**src/rtl/fb_stream_reader.sv**
```systemverilog
// fb_stream_reader: framebuffer read side for the OLED path.
// On an accepted start pulse, walks BRAM addresses BASE_ADDR .. BASE_ADDR+FRAME_BYTES-1
// and streams one byte per address over a valid/ready interface. A 2-entry prefetch
// buffer hides the 1-cycle BRAM latency, so a consumer holding m_ready high gets one
// byte per clock.
//
// Optional feature macro: FB_INVERT_EN
//   When defined, adds the `invert` input. It is latched when start is accepted and
//   applies to the whole frame: every streamed byte is bitwise inverted.
//
// Ports:
//   clk, rst_n            clock, asynchronous active-low reset
//   start                 1-cycle frame request (ignored while busy)
//   invert                (FB_INVERT_EN only) invert the frame's bytes
//   busy                  frame in progress
//   done                  1-cycle pulse after the final byte handshake
//   mem_addr, mem_we      BRAM address; write enable tied low
//   mem_dout              BRAM read data (one cycle after the address)
//   m_valid/m_ready       stream handshake
//   m_data, m_last        stream byte; last-byte marker
module fb_stream_reader #(
  parameter int unsigned ADDR_WIDTH  = 12,
  parameter int unsigned DATA_WIDTH  = 8,
  parameter int unsigned FRAME_BYTES = 1024,
  parameter int unsigned BASE_ADDR   = 0
) (
  input  logic                  clk,
  input  logic                  rst_n,
  input  logic                  start,
`ifdef FB_INVERT_EN
  input  logic                  invert,
`endif
  output logic                  busy,
  output logic                  done,
  output logic [ADDR_WIDTH-1:0] mem_addr,
  output logic                  mem_we,
  input  logic [DATA_WIDTH-1:0] mem_dout,
  output logic                  m_valid,
  input  logic                  m_ready,
  output logic [DATA_WIDTH-1:0] m_data,
  output logic                  m_last
);

  localparam int unsigned CNT_W = $clog2(FRAME_BYTES + 1);
  localparam logic [CNT_W-1:0]      FRAME_CNT = CNT_W'(FRAME_BYTES);
  localparam logic [CNT_W-1:0]      LAST_IDX  = CNT_W'(FRAME_BYTES - 1);
  localparam logic [ADDR_WIDTH-1:0] BASE      = ADDR_WIDTH'(BASE_ADDR);

  typedef enum logic [1:0] {
    S_IDLE   = 2'd0,
    S_STREAM = 2'd1,
    S_DRAIN  = 2'd2
  } state_e;

  state_e state_q, state_d;

  logic [CNT_W-1:0]      rd_cnt_q, rd_cnt_d;
  logic [CNT_W-1:0]      out_cnt_q, out_cnt_d;
  logic [ADDR_WIDTH-1:0] addr_q, addr_d;
  logic                  inflight_q, inflight_d;
  logic                  head_valid_q, head_valid_d;
  logic [DATA_WIDTH-1:0] head_data_q, head_data_d;
  logic                  head_last_q, head_last_d;
  logic                  skid_valid_q, skid_valid_d;
  logic [DATA_WIDTH-1:0] skid_data_q, skid_data_d;
  logic                  busy_q, busy_d;
  logic                  done_q, done_d;

  logic                  accept_c;
  logic                  pop_c;
  logic                  last_pop_c;
  logic                  head_keep_c;
  logic [1:0]            occ_c;
  logic                  issue_c;
  logic [DATA_WIDTH-1:0] cap_data_c;

`ifdef FB_INVERT_EN
  logic invert_q, invert_d;
  assign cap_data_c = mem_dout ^ {DATA_WIDTH{invert_q}};
`else
  assign cap_data_c = mem_dout;
`endif

  // Handshake and read-issue qualifiers.
  // Occupancy counts what remains after this cycle's pop, so a held-ready consumer
  // can pop, capture and issue in the same cycle with no bubble.
  assign accept_c    = (state_q == S_IDLE) && start;
  assign pop_c       = head_valid_q && m_ready;
  assign last_pop_c  = pop_c && (out_cnt_q == LAST_IDX);
  assign head_keep_c = head_valid_q && !pop_c;
  assign occ_c       = 2'(head_valid_q) + 2'(skid_valid_q) + 2'(inflight_q) - 2'(pop_c);
  assign issue_c     = (state_q == S_STREAM) && (rd_cnt_q < FRAME_CNT) && (occ_c < 2'd2);

  // State register.
  always_ff @(posedge clk or negedge rst_n) begin
    if (!rst_n) begin
      state_q <= S_IDLE;
    end else begin
      state_q <= state_d;
    end
  end

  // Next-state logic.
  always_comb begin
    state_d = state_q;
    case (state_q)
      S_IDLE:   if (start) state_d = S_STREAM;
      S_STREAM: if (rd_cnt_q == FRAME_CNT) state_d = S_DRAIN;
      S_DRAIN:  if (last_pop_c) state_d = S_IDLE;
      default:  state_d = S_IDLE;
    endcase
  end

  // Counters, address lookahead and prefetch buffer.
  always_comb begin
    rd_cnt_d     = rd_cnt_q;
    out_cnt_d    = out_cnt_q;
    addr_d       = addr_q;
    inflight_d   = issue_c;
    head_valid_d = head_valid_q;
    head_data_d  = head_data_q;
    skid_valid_d = skid_valid_q;
    skid_data_d  = skid_data_q;
    busy_d       = (state_d != S_IDLE);
    done_d       = (state_q == S_DRAIN) && last_pop_c;
`ifdef FB_INVERT_EN
    invert_d     = invert_q;
`endif

    if (accept_c) begin
      rd_cnt_d  = '0;
      out_cnt_d = '0;
      addr_d    = BASE;
`ifdef FB_INVERT_EN
      invert_d  = invert;
`endif
    end

    // mem_addr always shows the next address to read; it clamps at the final
    // address instead of running past the frame.
    if (issue_c) begin
      rd_cnt_d = rd_cnt_q + CNT_W'(1);
      if ((rd_cnt_q + CNT_W'(1)) < FRAME_CNT) begin
        addr_d = BASE + ADDR_WIDTH'(rd_cnt_q + CNT_W'(1));
      end
    end

    if (pop_c) begin
      out_cnt_d = out_cnt_q + CNT_W'(1);
    end

    // Head entry drives the stream outputs; skid holds the second prefetched byte.
    if (!head_keep_c) begin
      if (skid_valid_q) begin
        head_valid_d = 1'b1;
        head_data_d  = skid_data_q;
        skid_valid_d = inflight_q;
        skid_data_d  = cap_data_c;
      end else begin
        head_valid_d = inflight_q;
        if (inflight_q) head_data_d = cap_data_c;
      end
    end else if (inflight_q) begin
      skid_valid_d = 1'b1;
      skid_data_d  = cap_data_c;
    end

    head_last_d = head_valid_d && (out_cnt_d == LAST_IDX);
  end

  // Datapath registers.
  always_ff @(posedge clk or negedge rst_n) begin
    if (!rst_n) begin
      rd_cnt_q     <= '0;
      out_cnt_q    <= '0;
      addr_q       <= BASE;
      inflight_q   <= 1'b0;
      head_valid_q <= 1'b0;
      head_data_q  <= '0;
      head_last_q  <= 1'b0;
      skid_valid_q <= 1'b0;
      skid_data_q  <= '0;
      busy_q       <= 1'b0;
      done_q       <= 1'b0;
`ifdef FB_INVERT_EN
      invert_q     <= 1'b0;
`endif
    end else begin
      rd_cnt_q     <= rd_cnt_d;
      out_cnt_q    <= out_cnt_d;
      addr_q       <= addr_d;
      inflight_q   <= inflight_d;
      head_valid_q <= head_valid_d;
      head_data_q  <= head_data_d;
      head_last_q  <= head_last_d;
      skid_valid_q <= skid_valid_d;
      skid_data_q  <= skid_data_d;
      busy_q       <= busy_d;
      done_q       <= done_d;
`ifdef FB_INVERT_EN
      invert_q     <= invert_d;
`endif
    end
  end

  assign busy     = busy_q;
  assign done     = done_q;
  assign mem_addr = addr_q;
  assign mem_we   = 1'b0;
  assign m_valid  = head_valid_q;
  assign m_data   = head_data_q;
  assign m_last   = head_last_q;

endmodule

```
**config.mk**
```make
export PLATFORM = sky130hd
export DESIGN_NAME = fb_stream_reader
export DESIGN_NICKNAME = d
export VERILOG_FILES = /design/src/rtl/fb_stream_reader.sv
export SDC_FILE = /design/constraint.sdc
export NUM_CORES = 1
export LEC_CHECK = 0
export ABC_AREA = 1
export BUFFER_PORTS_ARGS = -buffer_cell sky130_fd_sc_hd__buf_2
export CAP_MARGIN = 20
export CELL_PAD_IN_SITES_DETAIL_PLACEMENT = 1
export CELL_PAD_IN_SITES_GLOBAL_PLACEMENT = 1
export CORE_MARGIN = 3
export CORE_UTILIZATION = 45
export DETAILED_ROUTE_END_ITERATION = 12
export PLACE_DENSITY = 0.87
export SYNTH_ARGS = -nofsm -noshare
export SYNTH_HDL_FRONTEND = slang
export SYNTH_SLANG_ARGS = --single-unit
```
**constraint.sdc**
```tcl
create_clock -name clk -period 3.81 [get_ports clk]
set_input_delay 0.1905 -clock clk [delete_from_list [all_inputs] [get_ports clk]]
set_output_delay 0.1905 -clock clk [all_outputs]
set_load 0.03 [all_outputs]
```
Word level (Yosys, flattened, before mapping)
Index checks and enable logic that the tools add are counted.

operators by class
  add/sub/neg operators = 6
  magnitude comparators = 3
  eq/ne operators = 6
  mux-type cells = 20
  bitwise operators = 1
  reductions and logical operators = 16

operators by type and width
  cell                   count
  $mux 11                4
  $mux 12                3
  $mux 8                 4
  $add 11x1->11 const B  2
  $eq 11x10->1 const B   2
  $lt 11x11->1 const B   2
  $add 11x1->12 const B  1
  $eq 11x11->1 const B   1
  $logic_and 1x1->1      8
  $reduce_bool 2->1      4
  $mux 2                 3
  $pmux 2 s3             1
  $mux 1                 5
  $reduce_and 2->1       2
  $add 1x1->2            1
  $add 2x1->2            1
  $eq 2x1->1 const B     1
  $eq 2x2->1 const B     1
  $logic_not 2->1        1
  $lt 2x2->1 const B     1
  $ne 2x2->1 const B     1
  $sub 2x1->2            1
  $logic_not 1->1        1
  $not 1->1              1

word-level totals
  register bits = 58
  input bits = 12

Depth between registers and ports, before layout
  depth in word-level cells = 6
  depth in mapped cells = 14

Worst setup path before layout
No wires, ideal clock.

  kind = reg2reg
  start point = register head_valid_q (netlist: m_valid)
  end point = register addr_q[3] (netlist: mem_addr[3])
  setup time = 0.127 ns
  arrival = 2.203 ns
  path slack = 1.481 ns
  cell stages (with the launch flop) = 15
  path buffers = 1
  cell sequence = dfrtp_1 -> nand2_2 -> inv_1 -> ha_1 -> inv_1 -> ha_1 -> nand2_1 -> inv_1 -> o21bai_1 -> nand3_2 -> clkinv_2 -> nand2_2 -> buf_6 -> nand3_1 -> o21ai_0

between the ends
  word-level cells in the longest chain between the ends = 6
  elaborated cells between the ends (all ways) = 7
  those cells by class = 3 x add/sub; 1 x order compare; 1 x mux; 2 x reduce/logical

RTL lines
  item                    RTL line  text
  from (decl)             61        logic head_valid_q, head_valid_d;
  from (signal assigned)  193       head_valid_q <= head_valid_d;
  $add 1x1->2             91        assign occ_c = 2'(head_valid_q) + 2'(skid_valid_q) + 2'(inflight_q) - 2'(pop_c);
  $add 2x1->2             91
  $sub 2x1->2 (*)         91
  $lt 2x2->1 (*)          92        assign issue_c = (state_q == S_STREAM) && (rd_cnt_q < FRAME_CNT) && (occ_c < 2'd2);
  $logic_and 1x1->1 (*)   92
  via inflight_d          60        logic inflight_q, inflight_d;
  $mux 12 (*)             141       if (issue_c) begin
  via addr_d[3]           59        logic [ADDR_WIDTH-1:0] addr_q, addr_d;
  to (signal assigned)    191       addr_q <= addr_d;
  to (decl)               59

The timed path passes the listed nets; every way through them passes the cells marked *.
A chain may end at the register's enable or synchronous reset.

Worst setup path after layout
  start point = register head_valid_q (netlist: m_valid)
  end point = register rd_cnt_q[8]

between the ends
  word-level cells in the longest chain between the ends = 6
  elaborated cells between the ends (all ways) = 8
  those cells by class = 3 x add/sub; 1 x order compare; 1 x mux; 3 x reduce/logical

RTL lines
  item                                                 RTL line  text
  $add 1x1->2                                          91
  $add 2x1->2                                          91
  $sub 2x1->2 (*)                                      91
  $lt 2x2->1 (*)                                       92
  $logic_and 1x1->1 (*)                                92
  via inflight_d                                       60
  $mux 11 / $reduce_bool 2->1 (equally long branches)  n/a
  to (signal assigned)                                 189       rd_cnt_q <= rd_cnt_d;
  to (decl)                                            57        logic [CNT_W-1:0] rd_cnt_q, rd_cnt_d;

Marked as above.

==> flow_metrics.py <==
metrics = {
    "critical_path": {
        "rr_worst_depth": 14,
        "endpoint_kind": "register",
        "critical_path_class": "register to register",
        "required_ps": 4060,
        "worstPathCellList": "nand2_2 > inv_1 > ha_1 > inv_1 > ha_1 > nand2_1 > inv_1 > o21bai_1 > nand3_2 > clkinv_2 > nand2_2 > inv_1 > nand2_1 > o21ai_0",
        "cp.arrival_ps": 2930,
        "crit_path_frequent_cell": "inv_1",
        "path_buf_inv": 5,
        "slowest_stage": "dfrtp_1",
        "critical_path_depth": 14,
        "cpPeakStageDelay_ps": 440,
        "start_kind": "register",
        "worstPathMaxFanout": 14,
        "cpLargestDelayFamily": "simple AND/OR/NAND/NOR gates",
    },
    "placed_design": {
        "port_buffers": 35,
        "placed_area_um2": 3000,
        "place_congestion": 0.805,
        "place_ws_ps": 1230,
        "dp_hpwl_mm": 4.94,
        "place_inst": 429,
    },
    "power": {
        "p_int_uw": 1450,
        "switching_share": 0.451,
        "seqPwrFrac": 0.385,
        "p_per_area_nw_per_um2": 837,
        "switching_power_uw": 1190,
        "p_clk_frac": 0.183,
        "peakVddDrop_uv": 404,
        "combPwrFrac": 0.432,
        "power_leakage_uw": 0.00162,
        "p_total_uw": 2640,
    },
    "outcome": {
        "violations": "hold timing",
        "outcome": "finished, violations left",
    },
    "logic_synthesis": {
        "yosys_warnings": 0,
        "synth_top_family_by_area": "simple AND/OR/NAND/NOR gates",
        "synth-seq-cells": 58,
        "yosysSeqAreaShare": 0.525,
        "synthMuxAreaShare": 0.0326,
        "async_flop_share": 1.00,
        "synth_edf_count": 0,
        "syn_nets": 344,
        "syn_inst": 327,
        "synth_xor_area_frac": 0.0190,
        "synth_fa_ha_area_frac": 0.0226,
        "syn_avg_cell_area_um2": 8.46,
        "synth_area_um2": 2770,
        "synth_flop_cell": "dfrtp_1",
        "synth_compound_area_frac": 0.0651,
        "synth-simple-area-share": 0.263,
        "synth_cell_types": 29,
    },
    "clocking": {
        "clock_latency_ps": 330,
        "numCtsBuffers": 9,
        "post-cts-setup-buffer-count": 0,
        "cts-htree-levels": 3,
        "clk_pin_slew_ps": 60,
        "root_buffer": "clkbuf_8",
        "cts_resized": 0,
        "clockBufferDepth": 2,
        "tritoncts": "yes",
        "cts.sinks": 58,
        "hold_buffers": 0,
    },
    "floorplanning": {
        "dieWidth_um": 84.4,
        "core_um2": 5710,
        "start_util": 0.485,
        "rows": 27,
        "die_area_um2": 7120,
        "die_y_um": 84.4,
        "pin_count": 37,
    },
    "grt": {
        "antenna_found_initial": 0,
        "grt_usage": 0.217,
        "first_global_vias": 2546,
        "grt.overflow.total": 0,
        "grt_pass1_wl_mm": 12.1,
        "grt_max_degree": 59,
    },
    "timing": {
        "worstMarginPinSlew_ps": 768,
        "final-hold-violation-count": 2,
        "min_period_ps": 2680,
        "setup_ws_ps": 1130,
        "fmax_mhz": 373,
        "fin_crit_sh": 0.703,
        "finClkSkew_ps": 3.27,
        "fin_tns_setup_ps": 0,
        "finalMaxSlewViolations": 0,
        "setup_violations": 0,
        "rsz0062_at_grt": "false",
        "slew_headroom": 0.488,
        "holdWs_ps": -4.17,
    },
    "route": {
        "antenna_left": 0,
        "drt_iter0_drc": 82,
        "drt_pass1_iterations": 6,
        "wl_mm": 6.93,
        "viasPerCell": 5.24,
        "post-route-drc-count": 0,
        "wl_per_cell_um": 15.7,
        "vias": 2318,
    },
    "finish": {
        "nFillCells": 709,
        "final_net_count": 385,
        "drive_above_1_share": 0.170,
        "syn_to_final_growth_pct": 14.1,
        "stdcell_area_um2": 3160,
        "fin_cells": 442,
        "antennaDiodeCount": 0,
    },
    "min_path": {
        "hp-class": "input pin to asynchronous set/reset pin",
    },
    "job": {
        "maxCapViolCount": 0,
    },
}
-- stage by stage --
| step | hold slack [ps] | util |
|---|---|---|
| after floorplan | -105 | - |
| after global placement | 380 | 0.525 |
| after detailed placement | 391 | 0.525 |
| after CTS | 30.4 | 0.553 |
| after global routing | 75.8 | 0.553 |
| final | -4.17 | 0.553 |
-- worst paths after layout --
check	to	from	slack (ps)
worst min register to register	done	state_q[0]	500
worst max-delay path	rd_cnt_q[8]	m_valid	1130
worst min-delay path	out_cnt_q[8]	rst_n	-4
worst max register to register	rd_cnt_q[8]	m_valid	1130
min in group clk	skid_data_q[3]	mem_dout[3]	100
max in group asynchronous	m_data[5]	rst_n	3280
-- cell families after synthesis --
family | Yosys count
AND/OR/NAND/NOR | 171
flip-flops | 58
buffers and inverters | 47
AO/OA/AOI/OAI | 31
multiplexers | 8
XOR/XNOR | 6
adder cells (fa/ha/maj) | 5
other | 1
-- cell type report --
cell class,count,area (um^2),area share
Sequential cell,58,1450,0.460
Multi-Input combinational cell,222,1120,0.354
Timing Repair Buffer,36,183,0.0579
Clock buffer,13,159,0.0504
Inverter,41,155,0.0492
Tap cell,72,90.1,0.0285
-- power groups by stage --
stage	clock network, uW	registers (uW)	logic, uW
after floorplan	0	1150	677
after global placement	0	1000	1070
after detailed placement	0	1020	1130
after CTS	497	1010	1150
after global routing	531	1050	1290
final	484	1020	1140
-- layer usage --
| metal | global-route usage | part of all wire |
|---|---|---|
| met5 | 0 | 0 |
| met4 | 0.0892 | 0.0092 |
| met1 | 0.260 | 0.44 |
| met3 | 0.0422 | 0.038 |
| met2 | 0.381 | 0.52 |
-- synth_stat cells (3+ instances only) --
library cell	count	area, um^2
xor2_1	6	52.6
ha_1	5	62.6
o21ai_0	14	70.1
nand4_1	5	31.3
nor2_1	40	150
a31oi_1	8	50.1
nand2_1	86	323
inv_1	40	150
nand3b_1	3	22.5
nand3_1	29	145
dfrtp_1	58	1450
mux2_2	8	90.1
-- state kept, by name, indices dropped and copies added (netlist names), 2 cells and up --
register,flops
skid_data_q,8
mem_addr,12
state_q,2
out_cnt_q,11
rd_cnt_q,11
m_data,8
-- cell usage in the layout, fill, tap and decap left out, types with 3 or more instances in the layout --
cell	instances
nand2_1	86
nor2_1	40
dfrtp_1	58
ha_1	5
nand4_1	5
o21ai_0	14
nand3b_1	3
xor2_1	6
mux2_2	8
clkbuf_8	11
buf_2	35
inv_1	40
nand3_1	29
a31oi_1	8
Power figures use the tool's default switching activity.
